## src/rtl/seg7_scan_4.sv

```systemverilog
// Scans a BCD MM:SS word onto a shared 4-digit, active-low 7-segment display with ghost guard, blink, colon and LZ blanking.
// Outputs are registered: one clock from the state change to the pins; no backpressure, and en=0 darkens the display on the next edge.
module seg7_scan_4 #(
  parameter int SCAN_DIV  = 6750,
  parameter int GHOST     = 16,
  parameter int BLINK_DIV = 13500000
) (
  input  logic        clk,
  input  logic        reset,
  input  logic        en,
  input  logic [15:0] digits,
  input  logic        lz_sup,
  input  logic [3:0]  blink_mask,
  input  logic        colon_en,
  output logic [6:0]  seg,
  output logic        dp,
  output logic [3:0]  an,
  output logic        frame_done
);

  localparam int CW = $clog2(SCAN_DIV);
  localparam int BW = $clog2(BLINK_DIV);
  localparam logic [CW-1:0] CNT_LAST   = CW'(SCAN_DIV - 1);
  localparam logic [CW-1:0] GUARD_LAST = CW'(GHOST - 1);
  localparam logic [BW-1:0] BLINK_LAST = BW'(BLINK_DIV - 1);

  typedef enum logic [1:0] {IDLE, GUARD, DRIVE} state_t;

  state_t        state_q, state_d;
  logic [1:0]    slot_q, slot_d;
  logic [CW-1:0] cnt_q, cnt_d;
  logic [BW-1:0] blink_cnt_q, blink_cnt_d;
  logic          blink_phase_q, blink_phase_d;
  logic [15:0]   snap_q, snap_d;
  logic          lz_q, lz_d;
  logic [6:0]    seg_q, seg_d;
  logic          dp_q, dp_d;
  logic [3:0]    an_q, an_d;
  logic          frame_done_q, frame_done_d;
  logic [3:0]    nib;
  logic          blank;

  function automatic logic [6:0] seg_decode(input logic [3:0] n);
    case (n)
      4'd0:    seg_decode = 7'h40;
      4'd1:    seg_decode = 7'h79;
      4'd2:    seg_decode = 7'h24;
      4'd3:    seg_decode = 7'h30;
      4'd4:    seg_decode = 7'h19;
      4'd5:    seg_decode = 7'h12;
      4'd6:    seg_decode = 7'h02;
      4'd7:    seg_decode = 7'h78;
      4'd8:    seg_decode = 7'h00;
      4'd9:    seg_decode = 7'h10;
      default: seg_decode = 7'h3F;
    endcase
  endfunction

  // Scan sequencing; the snapshot is refreshed only when a frame starts so a frame never tears.
  always_comb begin
    state_d = state_q;
    slot_d  = slot_q;
    cnt_d   = cnt_q;
    snap_d  = snap_q;
    lz_d    = lz_q;
    if (!en) begin
      state_d = IDLE;
      slot_d  = 2'd0;
      cnt_d   = '0;
    end else begin
      case (state_q)
        IDLE: begin
          state_d = GUARD;
          slot_d  = 2'd0;
          cnt_d   = '0;
          snap_d  = digits;
          lz_d    = lz_sup;
        end
        GUARD: begin
          cnt_d = cnt_q + 1'b1;
          if (cnt_q == GUARD_LAST) state_d = DRIVE;
        end
        DRIVE: begin
          if (cnt_q == CNT_LAST) begin
            cnt_d   = '0;
            slot_d  = slot_q + 2'd1;
            state_d = GUARD;
            if (slot_q == 2'd3) begin
              snap_d = digits;
              lz_d   = lz_sup;
            end
          end else begin
            cnt_d = cnt_q + 1'b1;
          end
        end
        default: begin
          state_d = IDLE;
          slot_d  = 2'd0;
          cnt_d   = '0;
        end
      endcase
    end
  end

  always_comb begin
    blink_cnt_d   = blink_cnt_q;
    blink_phase_d = blink_phase_q;
    if (!en) begin
      blink_cnt_d   = '0;
      blink_phase_d = 1'b1;
    end else if (state_q != IDLE) begin
      if (blink_cnt_q == BLINK_LAST) begin
        blink_cnt_d   = '0;
        blink_phase_d = ~blink_phase_q;
      end else begin
        blink_cnt_d = blink_cnt_q + 1'b1;
      end
    end
  end

  // Outputs are decoded from next-state values so the pins line up with the state they describe.
  always_comb begin
    case (slot_d)
      2'd0:    nib = snap_d[3:0];
      2'd1:    nib = snap_d[7:4];
      2'd2:    nib = snap_d[11:8];
      default: nib = snap_d[15:12];
    endcase
    blank = (lz_d && (snap_d[15:12] == 4'd0) && (slot_d == 2'd3)) ||
            (blink_mask[slot_d] && !blink_phase_d);
    an_d         = 4'hF;
    seg_d        = 7'h7F;
    dp_d         = 1'b1;
    frame_done_d = 1'b0;
    if (state_d != IDLE) begin
      seg_d = seg_decode(nib);
      dp_d  = !(colon_en && (slot_d == 2'd2) && blink_phase_d);
      if ((state_d == DRIVE) && !blank) an_d = ~(4'b0001 << slot_d);
      frame_done_d = (state_d == DRIVE) && (slot_d == 2'd3) && (cnt_d == CNT_LAST);
    end
  end

  always_ff @(posedge clk or posedge reset) begin
    if (reset) begin
      state_q       <= IDLE;
      slot_q        <= 2'd0;
      cnt_q         <= '0;
      blink_cnt_q   <= '0;
      blink_phase_q <= 1'b1;
      snap_q        <= 16'h0000;
      lz_q          <= 1'b0;
      seg_q         <= 7'h7F;
      dp_q          <= 1'b1;
      an_q          <= 4'hF;
      frame_done_q  <= 1'b0;
    end else begin
      state_q       <= state_d;
      slot_q        <= slot_d;
      cnt_q         <= cnt_d;
      blink_cnt_q   <= blink_cnt_d;
      blink_phase_q <= blink_phase_d;
      snap_q        <= snap_d;
      lz_q          <= lz_d;
      seg_q         <= seg_d;
      dp_q          <= dp_d;
      an_q          <= an_d;
      frame_done_q  <= frame_done_d;
    end
  end

  assign seg        = seg_q;
  assign dp         = dp_q;
  assign an         = an_q;
  assign frame_done = frame_done_q;

endmodule

```

## config.mk

```make
export PLATFORM = sky130hd
export DESIGN_NAME = seg7_scan_4
export DESIGN_NICKNAME = d
export VERILOG_FILES = /design/src/rtl/seg7_scan_4.sv
export SDC_FILE = /design/constraint.sdc
export NUM_CORES = 1
export LEC_CHECK = 0
export BUFFER_PORTS_ARGS = -buffer_cell sky130_fd_sc_hd__buf_2
export CAP_MARGIN = 20
export CORE_UTILIZATION = 61
export CTS_BUF_LIST = sky130_fd_sc_hd__clkbuf_8
export DETAILED_ROUTE_END_ITERATION = 12
export GPL_ROUTABILITY_DRIVEN = 1
export PLACE_DENSITY = 0.82
export SKIP_CTS_REPAIR_TIMING = 1
export SYNTH_ARGS = -nofsm -noshare
export SYNTH_HDL_FRONTEND = slang
export SYNTH_SLANG_ARGS = --single-unit
```

## constraint.sdc

```tcl
create_clock -name clk -period 4.15 [get_ports clk]
set_input_delay 1.245 -clock clk [delete_from_list [all_inputs] [get_ports clk]]
set_output_delay 1.245 -clock clk [all_outputs]
set_load 0.02 [all_outputs]
```

==> impl_table.tex <==
\begin{tabular}{lr}
\hline
Metric & Value \\
\hline
\multicolumn{2}{l}{\textbf{Outcome}} \\
Status & finished clean \\
\multicolumn{2}{l}{\textbf{Route}} \\
Detailed-route vias per instance & 6.02 \\
DRC marker count from the first detailed-route iteration & between 150 and 200 \\
Number of iterations in the first detailed-routing pass & 5 \\
Antenna Violating Nets Remaining & 0 \\
Residual DRC count & 0 \\
Wire length per cell & between 15 and 20 um \\
Total number of vias & 3159 \\
Post-Route WL & about 8600 um \\
\multicolumn{2}{l}{\textbf{Floorplan}} \\
Core Footprint & just over 6000 um\^{}2 \\
X dimension of the die & 82.6 um \\
Chip height & approximately 83 um \\
Total I/O pin count & 38 \\
Initial Util & roughly 65\% \\
DIE AREA & 6820 um\^{}2 \\
Number of rows in the core area & 28 \\
\multicolumn{2}{l}{\textbf{Critical path}} \\
Crit path cell chain & buf\_2, nand3\_1, or4\_4, and2\_1, o22a\_1, mux2\_2, mux2i\_4, inv\_2, ha\_1, or2\_2, a21oi\_1, o21ai\_1 \\
Kind of start point of the critical path & input port \\
Capturing element type of the critical path & flop \\
Data required time at the worst endpoint & about 4.4 ns \\
Worst r2r path cells & 11 \\
Data arrival at the endpoint of the critical path & between 3 and 4 ns \\
Category of the critical setup timing path & in -> reg \\
Slowest cell on the critical path & sky130\_fd\_sc\_hd\_\_or4\_4 \\
R2R setup slack & a little over 0.5 ns \\
Biggest fanout along the worst timing path & 18 \\
Reg-to-reg critical path startpoint & cnt\_q[5]\$\_DFF\_PP0\_ \\
Cell class contributing the biggest share of worst-path delay & simple AND/OR/NAND/NOR gates \\
Total buffers and inverters traversed by the critical path & 2 \\
Worst flop-to-flop path endpoint & seg[5]\$\_DFF\_PP1\_ \\
Worst stage delay on the critical path & approximately 0.56 ns \\
\multicolumn{2}{l}{\textbf{Place}} \\
Final weighted congestion in routability-driven placement & approximately 0.82 \\
Number of buffers inserted by port buffering & 37 \\
Half-perimeter wire length of the detailed placement result & roughly 6000 um \\
Count of placed standard cells including taps & slightly above 500 \\
\multicolumn{2}{l}{\textbf{Pwr}} \\
Proportion of power drawn by the clock network & between 30\% and 40\% \\
Switching portion of total power & 26.3\% \\
Max VDD drop & 0.296 mV \\
Internal power & between 1 and 1.5 mW \\
Share of power burned in registers & a little under half \\
Proportion of power drawn by combinational gates & 14.9\% \\
Power per Cell Area & 367 nW/um\^{}2 \\
Switching power summed over all nets & 0.428 mW \\
Leakage power figure & roughly 2 nW \\
\multicolumn{2}{l}{\textbf{Flow run}} \\
Max-cap check violation count & 0 \\
\multicolumn{2}{l}{\textbf{STA}} \\
Worst hold margin & roughly 0.5 ns \\
Final worst path period need & around 3.6 ns \\
Tcrit/Tclk final & between 80\% and 90\% \\
Max\_slew headroom & a little over half \\
Endpoints failing setup & 0 \\
RSZ-0062 raised after global routing & no \\
Slew at the pin with the worst max-slew slack & approximately 0.70 ns \\
Final total negative setup slack & 0 ns \\
F\_max & around 0.27 GHz \\
Hold Vio Cnt, Final & 0 \\
Final Slew Violations & 0 \\
Worst clock skew & 0.00993 ns \\
\multicolumn{2}{l}{\textbf{Global routing}} \\
Overall fraction of global-route tracks in use & approximately 28\% \\
Maximum number of pins on one net before global-route repair & 36 \\
Global routing met2 resource utilization & a little under half \\
Met3 Resource Use GR & under 10\% \\
Global-route layer with the greatest usage & met2 \\
Wire length of the first global-routing pass & around 14000 um \\
Routing usage on met1 & about a third \\
Number of antenna violations at the first check in global routing & 0 \\
Via count of the first global-routing pass & 3039 \\
Remaining global-route overflow & 0 \\
\multicolumn{2}{l}{\textbf{Synthesis}} \\
Most frequently used flop master after synthesis & sky130\_fd\_sc\_hd\_\_dfrtp\_1 \\
Number of standard cells after synthesis & 405 \\
Number of library cell types mapped by synthesis & 56 \\
Netlist Area Pre-Place & between 3000 and 4000 um\^{}2 \\
Ys Warns & 0 \\
Fraction of synthesized cell area taken by the top area cell type & between 30\% and 40\% \\
Area contributors post-synth & sky130\_fd\_sc\_hd\_\_dfrtp\_1 (37\%), sky130\_fd\_sc\_hd\_\_dfstp\_2 (8.6\%), sky130\_fd\_sc\_hd\_\_nor2\_1 (4.5\%) \\
Synth Register Bits & about 70 \\
Share of the yosys chip area belonging to registers & a little under half \\
Synthesized Nets & between 400 and 500 \\
Count of flip-flops with a built-in enable after synthesis & 0 \\
Proportion of register bits with asynchronous set or reset after synthesis & 100\% \\
Post-Syn Area per Cell & 9.78 um\^{}2 \\
Post-synth top area cell & sky130\_fd\_sc\_hd\_\_dfrtp\_1 \\
\multicolumn{2}{l}{\textbf{CTS}} \\
Post-CTS clock slew at the launch and capture registers of the worst setup and hold paths & 0.08 ns \\
CTS tree & built \\
\# H-tree levels & 3 \\
Total clock buffers created by CTS & 9 \\
Maximum buffer depth of the clock tree & 2 \\
Later-pin clock latency in the skew report & roughly 0.35 ns \\
Sinks on the clock net & 72 \\
Clock tree root driver cell & sky130\_fd\_sc\_hd\_\_clkbuf\_8 \\
\multicolumn{2}{l}{\textbf{Final layout}} \\
Growth of design area from synthesis to finish & 12.0\% \\
Area used by multi-input combinational logic & $\sim$2000 um\^{}2 \\
Layout cells sized above 1 & between 20\% and 30\% \\
Post-Route Utilization & a little over 70\% \\
Filler cell count in the final layout & 428 \\
Total inserted antenna cells & 0 \\
Non-Filler Instances & 525 \\
Reg area & about 1800 um\^{}2 \\
Net count, final & between 400 and 500 \\
\multicolumn{2}{l}{\textbf{Min path}} \\
Path class of the lowest-slack min-delay path & reg -> reg \\
Worst min-delay path endpoint & snap\_q[9]\$\_DFF\_PP0\_ \\
WHS Path Cells & 1 \\
Start point of the worst min-delay path & snap\_q[9]\$\_DFF\_PP0\_ \\
\hline
\end{tabular}
## power by group through the flow
stage	combinational, mW	sequential (mW)	clock, mW
after floorplan	0.161	0.785	0
after global placement	0.229	0.776	0
after detailed placement	0.239	0.776	0
after CTS	0.242	0.765	0.628
after global routing	0.268	0.768	0.655
final	0.243	0.765	0.619
## per-layer routing
| metal | routed length, um | vias up | part of all wire, % |
|---|---|---|---|
| met5 | 0 | - | 0 |
| met4 | 136 | 0 | 1.6 |
| met3 | 364 | 14 | 4.2 |
| met2 | 4350 | 72 | 50 |
| met1 | 3790 | 1554 | 44 |
| li1 | - | 1519 | - |
## logic make-up after synthesis
logic type	synth area share, %
compound gates	14.8
xor+xnor	5.53
fa+ha+maj	4.42
buf+inv	3.19
flops	45.9
mux	4.99
simple gates	21.1
## cell usage after synthesis (2+ instances only)
cell,number
sky130_fd_sc_hd__nor2_1,48
sky130_fd_sc_hd__nor2b_1,3
sky130_fd_sc_hd__nand2b_1,2
sky130_fd_sc_hd__or3_1,3
sky130_fd_sc_hd__o41ai_1,4
sky130_fd_sc_hd__o22a_1,3
sky130_fd_sc_hd__clkbuf_1,12
sky130_fd_sc_hd__and3_1,9
sky130_fd_sc_hd__o211a_1,3
sky130_fd_sc_hd__xnor2_1,9
sky130_fd_sc_hd__a22o_1,9
sky130_fd_sc_hd__nand4b_1,2
sky130_fd_sc_hd__a21boi_0,3
sky130_fd_sc_hd__nand3_1,18
sky130_fd_sc_hd__mux2i_4,2
sky130_fd_sc_hd__or2_2,3
sky130_fd_sc_hd__nor3_1,4
sky130_fd_sc_hd__buf_2,2
sky130_fd_sc_hd__dfstp_2,13
sky130_fd_sc_hd__o21ai_1,5
sky130_fd_sc_hd__or4_1,2
sky130_fd_sc_hd__ha_1,14
sky130_fd_sc_hd__or4_4,2
sky130_fd_sc_hd__nand4_1,9
sky130_fd_sc_hd__nand2_1,39
sky130_fd_sc_hd__mux2_2,4
sky130_fd_sc_hd__mux2i_1,7
sky130_fd_sc_hd__dfrtp_1,59
sky130_fd_sc_hd__buf_6,3
sky130_fd_sc_hd__and2_1,8
sky130_fd_sc_hd__o21ai_0,19
sky130_fd_sc_hd__and4_1,5
sky130_fd_sc_hd__xor2_1,16
sky130_fd_sc_hd__a21o_1,9
sky130_fd_sc_hd__nor4_1,3
sky130_fd_sc_hd__inv_1,9
sky130_fd_sc_hd__a21oi_1,19
sky130_fd_sc_hd__nand3b_1,2
sky130_fd_sc_hd__a31oi_1,2
## layout by cell type (no fill, tap or decap), drive strengths merged, types with 4 or more instances in the layout
cell type	synthesis	final
ha	14	14
inv	10	13
nand4	9	9
and4	5	5
xnor2	9	9
nor3	4	4
and3	9	9
or4	4	4
xor2	16	16
buf	5	46
and2	9	9
a21oi	19	19
nand3	18	18
mux2i	9	9
a21boi	4	4
dfrtp	59	59
a21o	9	9
o21ai	24	24
a22o	9	9
o41ai	4	4
nor2	48	48
nand2	39	39
dfstp	13	13
mux2	5	5
clkbuf	12	10
## registers in the layout, indices dropped and copies added, names as in the netlist
register,count
seg,7
blink_phase_q,1
state_q,2
an,4
blink_cnt_q,24
lz_q,1
dp,1
slot_q,2
snap_q,16
cnt_q,13
frame_done,1
## worst max path at each step
stage | startpoint | end | slack (ns) | cells after the start
after floorplan | en | seg[5]$_DFF_PP1_ | 0.19 | 14
after global placement | en | seg[5]$_DFF_PP1_ | 0.29 | 12
after detailed placement | en | seg[5]$_DFF_PP1_ | 0.19 | 12
after CTS | en | seg[5]$_DFF_PP1_ | 0.54 | 12
after global routing | cnt_q[0]$_DFF_PP0_ | seg[5]$_DFF_PP1_ | 0.33 | 12
final | en | seg[5]$_DFF_PP1_ | 0.51 | 12
## cell type report
type	count	area share, %
multi-input combinational	306	45.4
sequential	72	41.0
timing repair buffer	46	5.70
clock buffer	10	3.10
tap	75	2.12
clock inverter	6	1.83
inverter	10	0.846
## through the flow
step / worst slack [ns] / instance area (um^2) / total power [mW]
2_1_floorplan: 0.189 / 3960 / 0.946
3_3_place_gp: 0.288 / 4220 / 1.00
4_1_cts: 0.540 / 4440 / 1.63
6_report: 0.513 / 4440 / 1.63
3_5_place_dp: 0.192 / 4220 / 1.02
5_1_grt: 0.328 / 4440 / 1.69
Power figures use the tool's default switching activity.
